--- src/rtl/prog_loader_if.sv ---
`timescale 1ns/1ps
`default_nettype none
// +----------------------------------------------------------------------------+
// | Module : prog_loader_if                                                    |
// | Brief  : boot-image stream and program-memory port of the loader           |
// | Rev    : 1.0 - initial release                                             |
// +----------------------------------------------------------------------------+
interface prog_loader_if;
    logic        in_valid;
    logic [15:0] in_data;
    logic        in_ready;
    logic [15:0] address_mem;
    logic [15:0] data_mem;
    logic        wren_mem;
    logic [15:0] q_mem;

    modport master (
        input  in_valid, in_data, q_mem,
        output in_ready, address_mem, data_mem, wren_mem
    );

    modport slave (
        output in_valid, in_data, q_mem,
        input  in_ready, address_mem, data_mem, wren_mem
    );
endinterface
`default_nettype wire

--- src/rtl/prog_loader.sv ---
`timescale 1ns/1ps
`default_nettype none
// +----------------------------------------------------------------------------+
// | Module : prog_loader                                                       |
// | Brief  : writes a checksummed boot image into program memory, reads it     |
// |          back, and releases the core only after a clean verification       |
// | Rev    : 1.0 - initial release                                             |
// +----------------------------------------------------------------------------+
module prog_loader #(
    parameter int DEPTH        = 65536,
    parameter int READ_LATENCY = 2
) (
    input  wire logic        clock,
    input  wire logic        reset_n,
    prog_loader_if.master    bus,
    input  wire logic        restart,
    output logic             core_run,
    output logic [1:0]       status,
    output logic [15:0]      load_count
);

    typedef enum logic [2:0] {
        S_IDLE   = 3'd0,
        S_LOAD   = 3'd1,
        S_CHECK  = 3'd2,
        S_VERIFY = 3'd3,
        S_RUN    = 3'd4,
        S_FAIL   = 3'd5
    } state_t;

    localparam logic [16:0] c_DEPTH   = 17'(DEPTH);
    localparam logic [1:0]  c_ST_OK   = 2'd0;
    localparam logic [1:0]  c_ST_WSUM = 2'd1;
    localparam logic [1:0]  c_ST_RSUM = 2'd2;
    localparam logic [1:0]  c_ST_LEN  = 2'd3;

    state_t                  r_state;
    logic                    r_in_ready;
    logic [15:0]             r_addr;
    logic [15:0]             r_wdata;
    logic                    r_wren;
    logic                    r_core_run;
    logic [1:0]              r_status;
    logic [15:0]             r_load_count;
    logic [16:0]             r_len;
    logic [16:0]             r_cnt;
    logic [16:0]             r_rcnt;
    logic [15:0]             r_wsum;
    logic [15:0]             r_rsum;
    logic [15:0]             r_csum;
    logic                    r_rd_vld;
    logic [READ_LATENCY-1:0] r_pipe;

    logic        w_xfer;
    logic [16:0] w_len;
    logic [16:0] w_cnt_inc;
    logic        w_sample;

    assign w_xfer    = bus.in_valid && r_in_ready;
    assign w_len     = {1'b0, bus.in_data};
    assign w_cnt_inc = r_cnt + 17'd1;
    assign w_sample  = r_pipe[READ_LATENCY-1];

    // Tracks each verify read through the memory's fixed read latency.
    generate
        if (READ_LATENCY == 1) begin : g_pipe_1
            always_ff @(posedge clock or negedge reset_n) begin
                if (!reset_n) r_pipe <= '0;
                else          r_pipe <= r_rd_vld;
            end
        end else begin : g_pipe_n
            always_ff @(posedge clock or negedge reset_n) begin
                if (!reset_n) r_pipe <= '0;
                else          r_pipe <= {r_pipe[READ_LATENCY-2:0], r_rd_vld};
            end
        end
    endgenerate

    always_ff @(posedge clock or negedge reset_n) begin
        if (!reset_n) begin
            r_state      <= S_IDLE;
            r_in_ready   <= 1'b0;
            r_addr       <= '0;
            r_wdata      <= '0;
            r_wren       <= 1'b0;
            r_core_run   <= 1'b0;
            r_status     <= c_ST_OK;
            r_load_count <= '0;
            r_len        <= '0;
            r_cnt        <= '0;
            r_rcnt       <= '0;
            r_wsum       <= '0;
            r_rsum       <= '0;
            r_csum       <= '0;
            r_rd_vld     <= 1'b0;
        end else begin
            r_wren     <= 1'b0;
            r_rd_vld   <= 1'b0;
            r_in_ready <= (r_state == S_IDLE) || (r_state == S_LOAD) || (r_state == S_CHECK);
            case (r_state)
                S_IDLE: begin
                    if (w_xfer) begin
                        r_len        <= w_len;
                        r_cnt        <= '0;
                        r_wsum       <= '0;
                        r_load_count <= '0;
                        if (w_len > c_DEPTH) begin
                            r_state    <= S_FAIL;
                            r_in_ready <= 1'b0;
                            r_status   <= c_ST_LEN;
                        end else if (w_len == 17'd0) begin
                            r_state <= S_CHECK;
                        end else begin
                            r_state <= S_LOAD;
                        end
                    end
                end
                S_LOAD: begin
                    if (w_xfer) begin
                        r_wren       <= 1'b1;
                        r_addr       <= r_cnt[15:0];
                        r_wdata      <= bus.in_data;
                        r_wsum       <= r_wsum + bus.in_data;
                        r_cnt        <= w_cnt_inc;
                        r_load_count <= r_load_count + 16'd1;
                        if (w_cnt_inc == r_len) r_state <= S_CHECK;
                    end
                end
                S_CHECK: begin
                    if (w_xfer) begin
                        r_csum     <= bus.in_data;
                        r_in_ready <= 1'b0;
                        r_cnt      <= '0;
                        r_rcnt     <= '0;
                        r_rsum     <= '0;
                        if (r_wsum != bus.in_data) begin
                            r_state  <= S_FAIL;
                            r_status <= c_ST_WSUM;
                        end else begin
                            r_state <= S_VERIFY;
                        end
                    end
                end
                S_VERIFY: begin
                    r_in_ready <= 1'b0;
                    if (r_cnt < r_len) begin
                        r_addr   <= r_cnt[15:0];
                        r_rd_vld <= 1'b1;
                        r_cnt    <= w_cnt_inc;
                    end
                    if (w_sample) begin
                        r_rsum <= r_rsum + bus.q_mem;
                        r_rcnt <= r_rcnt + 17'd1;
                    end else if ((r_rcnt == r_len) && (r_cnt == r_len)) begin
                        // Every read issued and returned; an empty image lands here at once.
                        if (r_rsum == r_csum) begin
                            r_state    <= S_RUN;
                            r_core_run <= 1'b1;
                            r_status   <= c_ST_OK;
                            r_addr     <= '0;
                        end else begin
                            r_state  <= S_FAIL;
                            r_status <= c_ST_RSUM;
                        end
                    end
                end
                S_RUN, S_FAIL: begin
                    r_in_ready <= 1'b0;
                    if (restart) begin
                        r_state      <= S_IDLE;
                        r_in_ready   <= 1'b1;
                        r_core_run   <= 1'b0;
                        r_status     <= c_ST_OK;
                        r_load_count <= '0;
                        r_wsum       <= '0;
                        r_rsum       <= '0;
                    end
                end
                default: begin
                    r_state    <= S_IDLE;
                    r_in_ready <= 1'b1;
                end
            endcase
        end
    end

    assign bus.in_ready    = r_in_ready;
    assign bus.address_mem = r_addr;
    assign bus.data_mem    = r_wdata;
    assign bus.wren_mem    = r_wren;
    assign core_run        = r_core_run;
    assign status          = r_status;
    assign load_count      = r_load_count;

endmodule
`default_nettype wire

--- src/flat_wrapper.sv ---
// flat-port wrapper written by rule: the top's interface ports become plain ports
module prog_loader_flat 
#(
    parameter int DEPTH        = 65536,
    parameter int READ_LATENCY = 2
)
  (clock, reset_n, restart, core_run, status, load_count, bus_in_valid, bus_in_data, bus_q_mem, bus_in_ready, bus_address_mem, bus_data_mem, bus_wren_mem);
  prog_loader_if bus_i ();
  input  wire logic clock;
  input  wire logic reset_n;
  input  wire logic restart;
  output logic core_run;
  output logic [1:0] status;
  output logic [15:0] load_count;
  input wire logic [$bits(bus_i.in_valid)-1:0] bus_in_valid;
  input wire logic [$bits(bus_i.in_data)-1:0] bus_in_data;
  input wire logic [$bits(bus_i.q_mem)-1:0] bus_q_mem;
  output wire logic [$bits(bus_i.in_ready)-1:0] bus_in_ready;
  output wire logic [$bits(bus_i.address_mem)-1:0] bus_address_mem;
  output wire logic [$bits(bus_i.data_mem)-1:0] bus_data_mem;
  output wire logic [$bits(bus_i.wren_mem)-1:0] bus_wren_mem;
  assign bus_i.in_valid = bus_in_valid;
  assign bus_i.in_data = bus_in_data;
  assign bus_i.q_mem = bus_q_mem;
  assign bus_in_ready = bus_i.in_ready;
  assign bus_address_mem = bus_i.address_mem;
  assign bus_data_mem = bus_i.data_mem;
  assign bus_wren_mem = bus_i.wren_mem;
  prog_loader #(.DEPTH(DEPTH), .READ_LATENCY(READ_LATENCY)) u_core (.clock(clock), .reset_n(reset_n), .bus(bus_i), .restart(restart), .core_run(core_run), .status(status), .load_count(load_count));
endmodule
--- config.mk ---
export PLATFORM = sky130hd
export DESIGN_NAME = prog_loader_flat
export DESIGN_NICKNAME = d
export VERILOG_FILES = /design/src/rtl/prog_loader_if.sv /design/src/rtl/prog_loader.sv /design/src/flat_wrapper.sv
export SDC_FILE = /design/constraint.sdc
export NUM_CORES = 1
export LEC_CHECK = 0
export CAP_MARGIN = 20
export CORE_MARGIN = 3
export CORE_UTILIZATION = 41
export CTS_CLUSTER_DIAMETER = 120
export CTS_CLUSTER_SIZE = 12
export DETAILED_ROUTE_END_ITERATION = 10
export PLACE_DENSITY = 0.66
export SLEW_MARGIN = 15
export SYNTH_ARGS = -nofsm -noshare
export SYNTH_HDL_FRONTEND = slang
export SYNTH_SLANG_ARGS = --single-unit
--- constraint.sdc ---
create_clock -name clock -period 3.5 [get_ports clock]
set_clock_uncertainty 0.1 [all_clocks]
set_input_delay 0.35 -clock clock [delete_from_list [all_inputs] [get_ports clock]]
set_output_delay 0.35 -clock clock [all_outputs]
set_load 0.005 [all_outputs]
==> flow_metrics.py <==
metrics = {
    "detailed_routing": {
        "via_count": 7465,
        "viasPerCell": 5.513,
        "drc_errors": 0,
        "first_iter_violations": 394,
        "wl_um": 23870,
        "wl_per_cell_um": 17.63,
        "drt.antenna.violating_nets": 0,
        "dr.pass1.iters": 5,
    },
    "layout": {
        "fin_nets": 1155,
        "stdcell_area_um2": 11120,
        "multi_input_area_um2": 4920,
        "n_antenna_cell": 0,
        "fill_cells": 1961,
        "final_util_pct": 51.90,
        "register_area_um2": 3929,
        "drive_above_1_share_pct": 10.94,
        "area_growth_pct": 22.01,
    },
    "timing": {
        "drv_slew": 0,
        "hold_viol": 0,
        "worst_pin_slew_ns": 0.9814,
        "hold_slack_ns": 0.2529,
        "setup-tns-final_ns": 0,
        "setup_ws_ns": 0.5586,
        "fmax_mhz": 340.0,
        "period_needed_ns": 2.941,
        "setup_viol": 0,
        "max_slew_margin_pct": 34.57,
        "fin_crit_sh_pct": 84.04,
        "rsz0062_at_grt": "false",
    },
    "logic_synthesis": {
        "synth_top_area_share_pct": 43.12,
        "synthAdderAreaFrac_pct": 7.168,
        "synth_cell_type_count": 63,
        "synth.most_common_cell": "dfrtp_1",
        "synthMuxAreaShare_pct": 4.394,
        "ys.flop_type": "dfrtp_1",
        "synth-compound-area-share_pct": 14.82,
        "synth-seq-area-share_pct": 43.12,
        "yosys.area_share.simple_pct": 18.70,
        "async_flop_share_pct": 100.0,
        "synth_area_leader_cell": "dfrtp_1",
        "ys_top_cells_by_area": "dfrtp_1 (43%), ha_1 (6.7%), nand2_1 (5.6%)",
        "syn-num-nets": 1040,
        "synth_xor_area_share_pct": 8.844,
        "syn_inst": 953,
        "synth_enable_flop_cells": 0,
        "yosysWarnings": 0,
        "netlist_area_um2": 9111,
        "synthTopCellsByCount": "dfrtp_1 (157), nand2_1 (136), o21ai_0 (65), nor2_1 (55), xor2_1 (50)",
        "synth-seq-cells": 157,
        "syn_avg_cell_area_um2": 9.561,
        "synth_top_family_by_area": "simple AND/OR/NAND/NOR gates",
    },
    "power_and_ir_drop": {
        "cellPowerDensity_nw_per_um2": 565.2,
        "leakage_nw": 5.140,
        "p_int_mw": 4.250,
        "switching_share_pct": 32.37,
        "p_sw_mw": 2.034,
        "power_frac_comb_pct": 33.3,
        "seq_power_share_pct": 37.5,
        "ir_drop_uv": 329.9,
        "p_clk_share_pct": 29.2,
    },
    "worst_setup_path": {
        "crit_chain": "ha_1, nand3_1, nor3_1, a2111oi_0, o21a_1, a21oi_1, buf_4, o21ai_0, a22o_1",
        "cp_data_required_time_ns": 3.71,
        "end_kind": "register",
        "arrival_ns": 3.15,
        "cpPeakStageDelay_ns": 0.51,
        "crit_fanout": 19,
        "critPathLaunchType": "register",
        "worstSetupPathType": "register to register",
        "critPathSlowestCell": "a21oi_1",
        "regToRegStartpoint": "u_core.r_cnt[13]",
        "startpoint": "u_core.r_cnt[13]",
    },
    "clocking": {
        "clk_pin_slew_ns": 0.06,
        "cts_buffer_depth": 2,
        "clkLatencyLatePin_ns": 0.42,
        "clock_sinks": 157,
        "cts_inserted_buffers": 17,
        "cts_tree": "done",
        "cts-root-buf": "clkbuf_16",
        "cts_max_level": 4,
        "cts_setup_buffers": 0,
    },
    "die": {
        "num_rows": 53,
        "io_pins": 89,
        "die_area_um2": 24050,
        "initial_core_util_pct": 42.54,
        "core-area_um2": 21420,
        "die_height_um": 155.1,
        "dieWidth_um": 155.1,
    },
    "place": {
        "dp_slack_ns": 0.2033,
        "io_buffers": 88,
        "place_hpwl_um": 17510,
        "place_congestion": 0.8851,
        "placedInstanceArea_um2": 10530,
    },
    "global_routing": {
        "track_usage_pct": 20.16,
        "grt_first_pass_wirelength_um": 38740,
        "antenna_found_initial": 0,
        "grt_max_degree": 83,
        "grt_overflow": 0,
        "grt_pass1_vias": 7236,
    },
    "run": {
        "cap_violations": 0,
    },
    "hold_path": {
        "hold_path.startpoint": "u_core.r_rd_vld",
        "holdCritPathClass": "register to register",
    },
    "status": {
        "outcome": "complete, no violations",
    },
}
==> per-layer routing <==
layer	track usage [%]	part of all wire, %	up-vias
met5	0	0	-
met4	5.004	1.3	0
met3	3.950	4.2	21
met2	30.13	44	174
met1	30.12	50	3633
li1	-	-	3637
==> layout make-up <==
class,instances,area share (%)
Tap cell,275,3.095
Sequential cell,157,35.34
Clock inverter,6,0.7653
Timing Repair Buffer,134,11.18
Inverter,28,0.9454
Clock buffer,24,4.423
Multi-Input combinational cell,730,44.25
==> power by group through the flow <==
stage          clock network (mW)  registers, mW  logic, mW
2_1_floorplan                   0           2.33       1.40
3_3_place_gp                    0           2.37       2.06
3_5_place_dp                    0           2.38       2.09
4_1_cts                      1.87           2.35       2.11
5_1_grt                      1.96           2.39       2.34
6_report                     1.84           2.36       2.09
==> state kept, by name (all words and copies together) (netlist names), 3 cells and up <==
name and count:
u_core.r_rsum 16, u_core.r_rcnt 17, u_core.r_cnt 17, u_core.bus.address_mem 16, u_core.r_state 3, u_core.r_wsum 16
u_core.r_csum 16, u_core.bus.data_mem 16, u_core.r_len 16, u_core.load_count 16
==> worst max-delay path: cells and delay by family, from the launching register on <==
family	cells	cell delay, ns
AOI/OAI and AO/OA	5	1.19
DFF	1	0.47
and+or+nand+nor	2	0.42
adders and majority gates	1	0.32
buffers and inverters	1	0.32
==> repair_timing <==
action,4_1_cts,5_1_grt
hold buffers,1,0
endpoints found under the hold margin,79,0
resized for setup,0,0
==> cell usage in the layout, fill, tap and decap left out, types with 24 or more instances in the layout <==
cell	Yosys	routed
xnor2_1	42	42
dfrtp_1	157	157
o21ai_0	65	65
mux2_2	32	32
inv_1	28	28
clkdlybuf4s50_1	0	87
a22o_1	28	28
nand2_1	136	136
nor2_1	55	55
ha_1	49	49
xor2_1	50	50
buf_4	2	44
nand3_1	24	24
a21oi_1	37	37
==> stage by stage <==
stage | cells | total power, mW
2_1_floorplan | 953 | 3.737
6_report | 1354 | 6.284
4_1_cts | 1354 | 6.326
3_5_place_dp | 1323 | 4.473
5_1_grt | 1354 | 6.693
3_3_place_gp | 1323 | 4.433
==> worst paths after layout <==
| check | slack, ns | cells past startpoint | to |
|---|---|---|---|
| worst min-delay path | 0.25 | 0 | u_core.r_pipe[0] |
| min in group asynchronous | 0.47 | 2 | u_core.bus.address_mem[7] |
| worst min register to register | 0.25 | 0 | u_core.r_pipe[0] |
| max in group asynchronous | 2.06 | 3 | u_core.r_csum[0] |
| worst max-delay path | 0.56 | 9 | u_core.r_cnt[15] |
| worst max register to register | 0.56 | 9 | u_core.r_cnt[15] |
==> kinds of logic after synthesis <==
group,Yosys count
muxes,36
AOI/OAI and AO/OA,205
xor gates and xnor gates,92
buffers and inverters,66
and+or+nand+nor,346
adders and majority gates,51
DFF,157
Power figures use the tool's default switching activity.
